$ cat src/rtl/multi_clk_div.sv
// multi_clk_div: N-channel programmable clock divider / tick generator with glitch-free divisor updates
// Define CLKDIV_SYNC_EN to build the sync phase-align input; otherwise sync is ignored.
module multi_clk_div #(
  parameter int NUM_CH = 2,
  parameter int CNT_W = 25,
  parameter logic [NUM_CH*CNT_W-1:0] DEF_DIV = {25'd10000, 25'd25},
  localparam int CH_W = NUM_CH > 1 ? $clog2(NUM_CH) : 1
) (
  input  logic              clk,
  input  logic              reset,
  input  logic [NUM_CH-1:0] ch_en,
  input  logic              cfg_we,
  input  logic [CH_W-1:0]   cfg_ch,
  input  logic [CNT_W-1:0]  cfg_div,
  input  logic              sync,
  output logic [NUM_CH-1:0] clk_out,
  output logic [NUM_CH-1:0] tick,
  output logic [NUM_CH-1:0] cfg_pending
);
  logic [NUM_CH-1:0][CNT_W-1:0] cnt_q, cnt_d, div_q, div_d, pend_q, pend_d;
  logic [NUM_CH-1:0] clk_q, clk_d, tick_q, tick_d, pf_q, pf_d;
  logic [NUM_CH-1:0] wr, run, fire, apply;
  logic sync_act;
`ifdef CLKDIV_SYNC_EN
  assign sync_act = sync;
`else
  logic unused_sync;
  assign unused_sync = sync;
  assign sync_act = 1'b0;
`endif
  // A pending divisor lands whenever the counter restarts: terminal count, disable or sync.
  always_comb begin
    wr = '0;
    run = '0;
    fire = '0;
    apply = '0;
    cnt_d = cnt_q;
    div_d = div_q;
    pend_d = pend_q;
    clk_d = clk_q;
    tick_d = '0;
    pf_d = '0;
    for (int i = 0; i < NUM_CH; i++) begin
      wr[i] = cfg_we && (32'(cfg_ch) < NUM_CH) && (32'(cfg_ch) == i);
      run[i] = ch_en[i] && !sync_act;
      fire[i] = run[i] && (cnt_q[i] == div_q[i]);
      apply[i] = !run[i] || fire[i];
      cnt_d[i] = (run[i] && !fire[i]) ? cnt_q[i] + 1'b1 : '0;
      clk_d[i] = sync_act ? 1'b0 : clk_q[i] ^ fire[i];
      tick_d[i] = fire[i];
      div_d[i] = (wr[i] && !run[i]) ? cfg_div : (apply[i] && pf_q[i]) ? pend_q[i] : div_q[i];
      pend_d[i] = wr[i] ? cfg_div : pend_q[i];
      pf_d[i] = run[i] && (wr[i] || (pf_q[i] && !fire[i]));
    end
  end
  always_ff @(posedge clk or posedge reset) begin
    if (reset) begin
      cnt_q <= '0;
      div_q <= DEF_DIV;
      pend_q <= DEF_DIV;
      clk_q <= '0;
      tick_q <= '0;
      pf_q <= '0;
    end else begin
      cnt_q <= cnt_d;
      div_q <= div_d;
      pend_q <= pend_d;
      clk_q <= clk_d;
      tick_q <= tick_d;
      pf_q <= pf_d;
    end
  end
  assign clk_out = clk_q;
  assign tick = tick_q;
  assign cfg_pending = pf_q;
endmodule
$ cat config.mk
export PLATFORM = sky130hd
export DESIGN_NAME = multi_clk_div
export DESIGN_NICKNAME = d
export VERILOG_FILES = /design/src/rtl/multi_clk_div.sv
export SDC_FILE = /design/constraint.sdc
export NUM_CORES = 1
export LEC_CHECK = 0
export CAP_MARGIN = 20
export CORE_UTILIZATION = 60
export CTS_CLUSTER_SIZE = 28
export DETAILED_ROUTE_END_ITERATION = 10
export MAX_ROUTING_LAYER = met4
export PLACE_DENSITY = 0.89
export REMOVE_ABC_BUFFERS = 1
export SKIP_LAST_GASP = 1
export SYNTH_ARGS = -nofsm -noshare
export SYNTH_HDL_FRONTEND = slang
export SYNTH_SLANG_ARGS = --single-unit
$ cat constraint.sdc
create_clock -name clk -period 13.2 [get_ports clk]
set_input_delay 1.32 -clock clk [delete_from_list [all_inputs] [get_ports clk]]
set_output_delay 1.32 -clock clk [all_outputs]
set_load 0.005 [all_outputs]
==> results by stage <==
Timing:
- Setup repair after global routing left no endpoint under its margin.
- The clock period could shrink to 3.26 ns.
- The number of hold violations in the final report came to 0.
- The worst hold slack is 0.469 ns.
- The part of the cycle the worst path needs is 0.247.
- The count of final max-slew check failures was 0.
- Summed over all failing endpoints, the final setup total negative slack is 0 ns.
- The number of failing setup endpoints in the final timing report is 0.
- The setup clock skew after layout is 0.00913 ns.
- Measured against its own limit, the worst slew margin works out to 0.388.
- The highest attainable clock frequency is 307 MHz.
- The pin slew with the least headroom to its limit is around 0.92 ns.

Synth:
- The count of unique library cells instantiated by Yosys is 42.
- Measured against the total synthesized area, the mux share comes to 0.146.
- The synthesized area divided by synthesized cell count is 10.5 um2.
- The xor/xnor share of the synthesized area is 0.110.
- For this run, the register share of the synthesized area comes to 0.499.
- The number of synthesis warnings is 0.
- Synthesis handed over a netlist of 748 instances.
- In the synthesized netlist the dominant register cell turns out to be sky130_fd_sc_hd__dfrtp_1.
- Of the total synthesized cell area, the portion taken by AND, OR, NAND and NOR gates is 0.185.
- The cell area after synthesis is 7860 um2.
- The adder-cell area share of the yosys netlist is 0.00318.
- After synthesis, the largest family of logic cells by area is simple AND/OR/NAND/NOR gates.
- In this run, synthesis inferred 0 flip-flops with an integrated enable.
- Counting flops and latches in the post-synthesis netlist gives 156.
- The complex-gate fraction of the synthesized area came to 0.0299.
- The proportion of synthesized flip-flops having asynchronous set or reset is 1.00.

Layout:
- The post-synthesis to final-layout area growth is 13.5%.
- At the end of the flow, the number of nets in the layout was 812.
- The proportion of layout cells with a drive suffix above 1 is 0.197.
- Once layout is complete, the utilization of the core stands at 0.704.
- Leaving out filler cells and counting taps, the final layout contains between 900 and 1,000.
- 0 antenna diodes ended up in the layout.

Detailed routing:
- After the first detailed-routing iteration, the DRC count stood at 368.
- For this run, design rule violations remaining after detail routing come to 0.
- In the detailed route, the total length drawn on met3 is 830 um.
- The number of iterations in the first detailed-routing pass is 5.
- The average wire length per cell after detail routing is 17.9 um.
- Dividing the detail-routed via count by the number of cells gives 5.80.
- The met2 routed wirelength is ~9000 um.
- The highest metal layer with signal wires is met4.
- The remaining antenna violation count after routing is 0.
- The total number of vias is between 5,000 and 6,000.
- For this block, the routed nets add up to 17,200 um of wire.
- The met1 layer wirelength in the final routing is ~7000 um.

Pwr:
- The analysis attributes to net switching a power of 0.000336 W.
- The switching share of total power is 0.262.
- The maximum VDD drop is 0.0910 mV.
- The combinational share of power is 0.166.
- After layout, the design draws a total of 0.00128 W.
- The internal power of the cells is around 0.00095 W.
- The power per unit of standard cell area is 144 nW/um2.
- The static leakage power is 3.95 nW.
- The share of total power dissipated in sequential elements is 0.476.
- The share of total power dissipated in the clock network is 0.358.

Clock tree:
- The post-cts sizing count is 0.
- The clock-pin slew reported for the worst setup and hold paths after clock tree synthesis is around 0.050 ns.
- The post-CTS setup repair buffer count is 0.
- The clock buffer count from CTS is 17.
- Buffers inserted to repair hold after CTS numbered 0.
- The clock sink total is 156.
- The TritonCTS clock tree is done.
- The longest clock path from root to sink contains 2 buffers.
- The H-tree generated during clock tree synthesis spans 4 levels.
- The root cell of the clock tree is sky130_fd_sc_hd__clkbuf_16.
- For the worst-skew pair, the clock arrives at the later sink with an insertion delay of approximately 0.42 ns.

Die:
- The area enclosed by the die boundary is approximately 14,000 um2.
- The initial core utilization is 0.620.
- The placeable core area is around 13,000 um2.
- The floorplan step set the die height to 116 um.
- The chip width is 116 um.
- The I/O pin total is 38.
- The row count is 41.

Flow run:
- Max-cap violations in this run came to 0.

Setup path:
- STA classifies the critical path startpoint as a primary input.
- Among all stages on the critical path, the largest delay is contributed by sky130_fd_sc_hd__clkdlybuf4s50_1.
- Data on the critical path is required at its endpoint by approximately 13 ns.
- The signal on the critical path passes through clkdlybuf4s50_1, nor2b_2, buf_8, nand2_1, nand2_1, nand2_1, mux2_4.
- Along the worst path, the maximum fanout reaches 25.
- On the worst path, the slowest cell contributes a delay of 0.52 ns.
- The category of the most critical setup path is primary input to flop.
- For the worst setup path, the data arrival time is about 3.6 ns.
- The most repeated library cell on the critical path is sky130_fd_sc_hd__nand2_1.
- The endpoint class of the critical path is a flop.

Placed design:
- The number of buffers added on ports is 36.
- Routability-driven placement finished with a final weighted congestion of 1.01.
- The number of cells after detailed placement is between 900 and 1,000.
- The post-detailed-placement half-perimeter wirelength is 11,800 um.

Global route:
- The first global-routing pass estimated between 20,000 and 30,000 um of wire.
- The total routing usage reported by global routing is 0.290.
- The maximum number of pins on one net before global-route repair is 105.
- The number of antenna violations at the first check in global routing is 0.
- Global routing finished with a remaining overflow of 0.
- The number of global-route vias before repair was 5,783.

Worst hold path:
- The type of the most critical hold path is flop to flop.

Outcome:
- The flow ran to the end, and the final reports show no timing, DRC or antenna violations.
worst paths after layout:
| check | to | cells after the start | start | slack [ns] |
|---|---|---|---|---|
| worst max-delay path | div_q[13] | 7 | cfg_we | 9.94 |
| min in group asynchronous | div_q[16] | 2 | reset | 1.47 |
| worst min-delay path | clk_out[0] | 1 | clk_out[0] | 0.47 |
| worst max register to register | cnt_q[27] | 5 | cnt_q[31] | 10.74 |
| max in group asynchronous | div_q[14] | 3 | reset | 10.46 |
| worst min register to register | clk_out[0] | 1 | clk_out[0] | 0.47 |
synth_stat cells (all sizes together) (5+ instances only):
library cell / number / area [um2]
nand2: 153 / 574
dfrtp: 140 / 3500
mux2: 92 / 1110
nor2: 70 / 263
xnor2: 51 / 447
xor2: 48 / 420
clkbuf: 22 / 82.6
nand4: 19 / 125
nand3: 18 / 90.1
nor3: 18 / 90.1
nor4: 18 / 119
dfstp: 16 / 420
buf: 10 / 80.1
inv: 10 / 37.5
a21oi: 7 / 35.0
and4: 6 / 53.8
a211oi: 5 / 37.5
and2: 5 / 31.3
o22ai: 5 / 31.3
layout by cell type (no fill, tap or decap), types with 17 or more instances in the layout:
cell                              Yosys  routed
sky130_fd_sc_hd__clkbuf_16            0      17
sky130_fd_sc_hd__mux2_2              72      72
sky130_fd_sc_hd__clkdlybuf4s50_1      0      36
sky130_fd_sc_hd__xnor2_1             51      51
sky130_fd_sc_hd__nor3_1              18      18
sky130_fd_sc_hd__xor2_1              48      48
sky130_fd_sc_hd__mux2_4              20      20
sky130_fd_sc_hd__nor4_1              17      17
sky130_fd_sc_hd__nand4_1             18      18
sky130_fd_sc_hd__nand3_1             18      18
sky130_fd_sc_hd__nor2_1              70      70
sky130_fd_sc_hd__dfrtp_1            140     140
sky130_fd_sc_hd__nand2_1            153     153
worst max-delay path: cells and delay by family:
| family | cells | cell delay (ns) |
|---|---|---|
| mux | 1 | 0.28 |
| buf+inv | 2 | 0.75 |
| simple gates | 4 | 1.20 |
kinds of logic after synthesis:
logic type	after synthesis
buffers and inverters	42
muxes	96
AOI/OAI and AO/OA	31
xor gates and xnor gates	99
DFF	156
adders and majority gates	2
and+or+nand+nor	322
layer usage:
metal,GRT usage,up-vias
met5,-,-
met4,0.112,0
met3,0.0586,42
met2,0.479,183
met1,0.351,2767
li1,-,2590
cell type report:
class	instances	area [um2]
tap	172	215
fill	903	3750
timing repair buffer	43	435
inverter	10	42.5
sequential	156	3920
clock inverter	7	63.8
multi-input combinational	550	3740
clock buffer	25	495
flip-flops by register name, indices dropped and copies added, names as in the netlist:
name	flops
tick	2
div_q	50
pend_q	50
cnt_q	50
clk_out	2
cfg_pending	2
stage by stage:
stage	worst slack (ns)	instance area, um2
after global placement	9.02	8310
after detailed placement	8.96	8310
final	9.94	8920
after CTS	9.37	8870
after floorplan	7.70	7690
after global routing	9.77	8920
power by group through the flow:
stage,combinational [W],sequential (W),clock (W)
final,0.000213,0.000611,0.000459
after global placement,0.000200,0.000611,0
after detailed placement,0.000209,0.000615,0
after global routing,0.000233,0.000617,0.000484
after CTS,0.000213,0.000609,0.000467
after floorplan,0.000160,0.000594,0
Note: power is estimated with default switching activity, not from simulation.
